--- src/rtl/console_pkg.sv ---
// Shared types and constants for the APB console writer and console slave.
package console_pkg;

  typedef enum logic [1:0] {
    StIdle,
    StSetup,
    StAccess
  } apb_state_e;

  localparam logic [31:0] CONSOLE_ADDR_DEFAULT = 32'h1000_0000;

endpackage

--- src/rtl/sync_fifo.sv ---
// Synchronous FIFO with an extra pointer bit for full/empty. It also exposes the head
// entry as it will be after this edge, for registered consumers.
module sync_fifo #(
  parameter int unsigned Width = 8,
  parameter int unsigned Depth = 8,
  localparam int unsigned AddrW = $clog2(Depth)
) (
  input  logic             clk_i,
  input  logic             rst_ni,
  input  logic             push_i,
  input  logic [Width-1:0] wdata_i,
  input  logic             pop_i,
  output logic [Width-1:0] head_next_o,
  output logic             full_o,
  output logic             empty_o,
  output logic [AddrW:0]   level_o
);

  logic [Width-1:0] mem_q [Depth];
  logic [AddrW:0]   wr_ptr_q, wr_ptr_d;
  logic [AddrW:0]   rd_ptr_q, rd_ptr_d;
  logic [AddrW:0]   level_after_pop;
  logic             push_ok, pop_ok;

  assign level_o = wr_ptr_q - rd_ptr_q;
  assign empty_o = (wr_ptr_q == rd_ptr_q);
  assign full_o  = (wr_ptr_q[AddrW] != rd_ptr_q[AddrW]) &&
                   (wr_ptr_q[AddrW-1:0] == rd_ptr_q[AddrW-1:0]);

  assign push_ok  = push_i && !full_o;
  assign pop_ok   = pop_i && !empty_o;
  assign wr_ptr_d = wr_ptr_q + (AddrW+1)'(push_ok);
  assign rd_ptr_d = rd_ptr_q + (AddrW+1)'(pop_ok);

  // If the pop drains the buffer, the only possible next head is the byte written now.
  assign level_after_pop = level_o - (AddrW+1)'(pop_ok);
  assign head_next_o     = (level_after_pop == '0) ? wdata_i : mem_q[rd_ptr_d[AddrW-1:0]];

  always_ff @(posedge clk_i or negedge rst_ni) begin
    if (!rst_ni) begin
      wr_ptr_q <= '0;
      rd_ptr_q <= '0;
    end else begin
      wr_ptr_q <= wr_ptr_d;
      rd_ptr_q <= rd_ptr_d;
    end
  end

  always_ff @(posedge clk_i) begin
    if (push_ok) begin
      mem_q[wr_ptr_q[AddrW-1:0]] <= wdata_i;
    end
  end

endmodule

--- src/rtl/console_apb_writer.sv ---
// Byte-stream to APB bridge: buffers characters and writes each one to a fixed console
// address, with wait-state support and a sticky slave-error flag.
module console_apb_writer
  import console_pkg::*;
#(
  parameter logic [31:0] CONSOLE_ADDR = CONSOLE_ADDR_DEFAULT,
  parameter int unsigned FIFO_DEPTH   = 8,
  localparam int unsigned LvlW        = $clog2(FIFO_DEPTH) + 1
) (
  input  logic            clk_i,
  input  logic            rst_ni,
  input  logic            char_valid_i,
  input  logic [7:0]      char_data_i,
  output logic            char_ready_o,
  output logic            psel_o,
  output logic            penable_o,
  output logic            pwrite_o,
  output logic [31:0]     paddr_o,
  output logic [31:0]     pwdata_o,
  input  logic            pready_i,
  input  logic            pslverr_i,
  output logic            busy_o,
  output logic            err_o,
  output logic [LvlW-1:0] level_o
);

  apb_state_e      state_q, state_d;
  logic            push, pop, full, empty;
  logic [7:0]      head_next;
  logic [LvlW-1:0] level;
  logic            psel_d, penable_d, pwrite_d, err_d;
  logic [31:0]     paddr_d, pwdata_d;
  logic            psel_q, penable_q, pwrite_q, err_q;
  logic [31:0]     paddr_q, pwdata_q;

  assign push = char_valid_i && !full;
  assign pop  = (state_q == StAccess) && pready_i;

  sync_fifo #(
    .Width(8),
    .Depth(FIFO_DEPTH)
  ) u_fifo (
    .clk_i      (clk_i),
    .rst_ni     (rst_ni),
    .push_i     (push),
    .wdata_i    (char_data_i),
    .pop_i      (pop),
    .head_next_o(head_next),
    .full_o     (full),
    .empty_o    (empty),
    .level_o    (level)
  );

  always_ff @(posedge clk_i or negedge rst_ni) begin
    if (!rst_ni) begin
      state_q <= StIdle;
    end else begin
      state_q <= state_d;
    end
  end

  always_comb begin
    state_d = state_q;
    unique case (state_q)
      StIdle:   if (!empty) state_d = StSetup;
      StSetup:  state_d = StAccess;
      // A same-cycle push keeps the chain going even when the pop drains the buffer.
      StAccess: if (pready_i) state_d = (level > LvlW'(1) || push) ? StSetup : StIdle;
      default:  state_d = StIdle;
    endcase
  end

  always_comb begin
    psel_d    = (state_d != StIdle);
    penable_d = (state_d == StAccess);
    pwrite_d  = psel_d;
    paddr_d   = psel_d ? CONSOLE_ADDR : 32'h0;
    pwdata_d  = psel_d ? {24'h0, head_next} : 32'h0;
    err_d     = err_q || (pop && pslverr_i);
  end

  always_ff @(posedge clk_i or negedge rst_ni) begin
    if (!rst_ni) begin
      psel_q    <= 1'b0;
      penable_q <= 1'b0;
      pwrite_q  <= 1'b0;
      paddr_q   <= 32'h0;
      pwdata_q  <= 32'h0;
      err_q     <= 1'b0;
    end else begin
      psel_q    <= psel_d;
      penable_q <= penable_d;
      pwrite_q  <= pwrite_d;
      paddr_q   <= paddr_d;
      pwdata_q  <= pwdata_d;
      err_q     <= err_d;
    end
  end

  assign psel_o       = psel_q;
  assign penable_o    = penable_q;
  assign pwrite_o     = pwrite_q;
  assign paddr_o      = paddr_q;
  assign pwdata_o     = pwdata_q;
  assign err_o        = err_q;
  assign level_o      = level;
  assign char_ready_o = !full;
  assign busy_o       = !empty || (state_q != StIdle);

endmodule
--- config.mk ---
export PLATFORM = sky130hd
export DESIGN_NAME = console_apb_writer
export DESIGN_NICKNAME = d
export VERILOG_FILES = /design/src/rtl/console_pkg.sv /design/src/rtl/sync_fifo.sv /design/src/rtl/console_apb_writer.sv
export SDC_FILE = /design/constraint.sdc
export NUM_CORES = 1
export LEC_CHECK = 0
export CAP_MARGIN = 0
export CELL_PAD_IN_SITES_DETAIL_PLACEMENT = 1
export CELL_PAD_IN_SITES_GLOBAL_PLACEMENT = 1
export CORE_UTILIZATION = 30
export DETAILED_ROUTE_END_ITERATION = 8
export GPL_TIMING_DRIVEN = 0
export PLACE_DENSITY = 0.69
export SETUP_SLACK_MARGIN = 0.5
export SYNTH_ARGS = -nofsm -noshare
export SYNTH_HDL_FRONTEND = slang
export SYNTH_HIERARCHICAL = 1
export SYNTH_SLANG_ARGS = --single-unit
--- constraint.sdc ---
create_clock -name clk_i -period 3.3 [get_ports clk_i]
set_input_delay 0.33 -clock clk_i [delete_from_list [all_inputs] [get_ports clk_i]]
set_output_delay 0.33 -clock clk_i [all_outputs]
set_load 0.02 [all_outputs]
==> results.json <==
{
  "grt_max_degree": 22,
  "final_util_pct": 42.6,
  "r2r_cells": 13,
  "hpwl_um": 5660,
  "synthAdderAreaFrac_pct": 2.98,
  "fp.coreArea_um2": 12900,
  "synth_top_family_by_area": "multiplexers",
  "grt_setup_unrepaired": "true",
  "nets": 397,
  "slew-limit-headroom_pct": 32.9,
  "synth_compound_area_share_pct": 3.98,
  "hp-class": "reg2reg",
  "crit_path_end_kind": "flip-flop",
  "place.gp.congestion": 0.706,
  "fin_skew_ns": 0.00604,
  "cp.depth": 13,
  "period_share_pct": 87.1,
  "crit_fanout": 5,
  "postSynthAreaPerCell_um2": 15.4,
  "ir_drop_v": 0.000356,
  "finalSetupViolCount": 0,
  "slew_viol_final": 0,
  "stdcell_count": 552,
  "htree_levels": 3,
  "cp_data_arrival_time_ns": 3.07,
  "antenna_cells": 0,
  "crit_start": "u_fifo/rd_ptr_q[1]",
  "ys_seq_elements": 85,
  "start_util_pct": 31.3,
  "die_area_um2": 13900,
  "p_leak_nw": 2.20,
  "vias_per_cell": 4.22,
  "setup_tns_ns": 0,
  "rrSetupSlack_ns": 0.43,
  "seq_area_frac_synth_pct": 60.7,
  "synth_area_um2": 4030,
  "dr.pass1.iters": 4,
  "holdPathStages": 1,
  "vias": 2329,
  "reg2reg_from": "u_fifo/rd_ptr_q[1]",
  "fin_crit_ns": 2.87,
  "ant_nets": 0,
  "path_class": "reg2reg",
  "max_slew.worst_pin.slew_ns": 1.00,
  "synthArstFlopShare_pct": 24.7,
  "cts_buffers": 9,
  "clock_sinks": 85,
  "synth-simple-area-share_pct": 4.04,
  "p_total_mw": 5.74,
  "drive_above_1_share_pct": 43.4,
  "drt_iter0_markers": 179,
  "grt_pass1_vias": 2417,
  "r2r-end": "pwdata_o[1]",
  "fp.dieW_um": 118,
  "final_cell_mix": "buf_4, edfxtp_1, conb_1",
  "rows": 41,
  "slowest_stage": "mux4_2",
  "drc": 0,
  "synthToLayoutAreaGrowth_pct": 36.1,
  "whs_ns": 0.463,
  "outcome": "completed",
  "crit_path_end": "pwdata_o[1]",
  "required_ns": 3.49,
  "fmax_mhz": 348,
  "cp_num_buf_inv": 4,
  "dp_cells": 519,
  "dieHeight_um": 118,
  "grt_pass1_wl_um": 13700,
  "ys.flop_type": "edfxtp_1",
  "muxShareOfSynthArea_pct": 13.4,
  "track_usage_pct": 13.2,
  "clockBufferDepth": 2,
  "yosysWarnings": 6,
  "slowest_delay_ns": 0.51,
  "grt_overflow": 0,
  "cts_root_buf": "clkbuf_16",
  "portBuffers": 31,
  "path_cells": "inv_2, ha_4, nand3_4, nor2_4, nor2b_4, ha_4, buf_8, buf_16, mux4_2, mux2_4, mux2_2, inv_1, a211oi_1",
  "synthXorXnorAreaFrac_pct": 1.93,
  "maxCapViolCount": 0,
  "wl_per_cell_um": 15.9,
  "postSynthCellCount": 262,
  "synth_edf_count": 64,
  "fillers": 1337,
  "wl_um": 8780,
  "antenna_found_initial": 0,
  "cp_common_cell": "ha_4",
  "ioPinCount": 87,
  "cp_top_family": "multiplexers",
  "powerDensity_nw_per_um2": 1050,
  "cp-start-kind": "flip-flop",
  "post_synth_num_cell_types": 36,
  "clkLatencyLatePin_ns": 0.33,
  "clkTransAtPathRegs_ns": 0.06,
  "cts_tree": "yes",
  "hold_viol_final": 0,
  "layout_commonest_cell": "buf_4"
}
[logic make-up (layout without fill, tap and decap cells)]
family,count (synthesis),after routing
flops,85,85
fa+ha+maj,9,9
buf+inv,80,144
mux,32,32
compound gates,18,18
other cells,1,55
xor+xnor,8,8
simple gates,29,29
[per-stage QoR]
step,worst slack [ns],area (um2)
floorplan,0.490,4320
global placement,-0.100,4840
detailed placement,-0.138,4850
CTS,0.415,5420
global route,0.337,5480
finish,0.425,5480
[how the worst min path moves through the flow]
stage / start / endpoint / slack, ns
floorplan: rst_ni / err_o / 0.03
finish: err_o / err_o / 0.46
global route: err_o / err_o / 0.49
CTS: err_o / err_o / 0.47
global placement: err_o / err_o / 0.44
detailed placement: err_o / err_o / 0.45
[synthesized netlist by cell type, types with 2 or more instances]
cell	count	area share [%]
edfxtp_1	64	48
buf_4	57	11
dfrtp_1	21	13
inv_1	18	1.7
mux2_2	16	4.5
mux4_2	16	8.9
a211oi_1	8	1.5
ha_1	8	2.5
nor2_1	8	0.75
nand3_1	4	0.50
xor2_1	4	0.87
nand2_1	3	0.28
nor3_1	3	0.37
xnor2_1	3	0.65
a21o_1	2	0.37
a21oi_1	2	0.25
buf_2	2	0.25
clkbuf_1	2	0.19
nand2b_1	2	0.31
nor2b_1	2	0.31
o21ai_0	2	0.25
[state kept, by name (all words and copies together) (netlist names)]
name,flops
paddr_o,1
u_fifo/wr_ptr_q,4
err_o,1
u_fifo/rd_ptr_q,4
pwdata_o,8
u_fifo/mem_q,64
state_q,2
penable_o,1
[report_power, final]
group | switching (mW) | leakage, nW | internal [mW]
registers | 0.126 | 0.826 | 1.43
logic | 1.53 | 1.23 | 1.63
clock network | 0.419 | 0.152 | 0.598
[layout make-up]
| cell class | instances | area (um2) | area share [%] |
|---|---|---|---|
| buffer | 62 | 503 | 9.17 |
| inverter | 18 | 67.6 | 1.23 |
| multi-input combinational | 151 | 1460 | 26.6 |
| tap | 172 | 215 | 3.92 |
| timing repair buffer | 48 | 482 | 8.78 |
| clock buffer | 9 | 225 | 4.11 |
| sequential | 85 | 2450 | 44.7 |
| clock inverter | 7 | 78.8 | 1.44 |
[routing by layer]
layer	up-vias	part of all wire (%)	wire length, um	global-route usage [%]
met5	-	0	0	0
met4	0	0.28	25	2.64
met3	2	4.4	384	4.12
met2	59	54	4700	23.7
met1	1200	42	3670	15.4
li1	1068	-	-	-
[repair_timing]
action / CTS / global route
pin swaps: 5 / 4
setup endpoints to repair: 49 / 34
hold buffers: 0 / 0
setup buffers: 12 / 4
cloned: 1 / 0
resized for setup: 28 / 14
hold endpoints to repair: 0 / 0
Note: power is estimated with default switching activity, not from simulation.
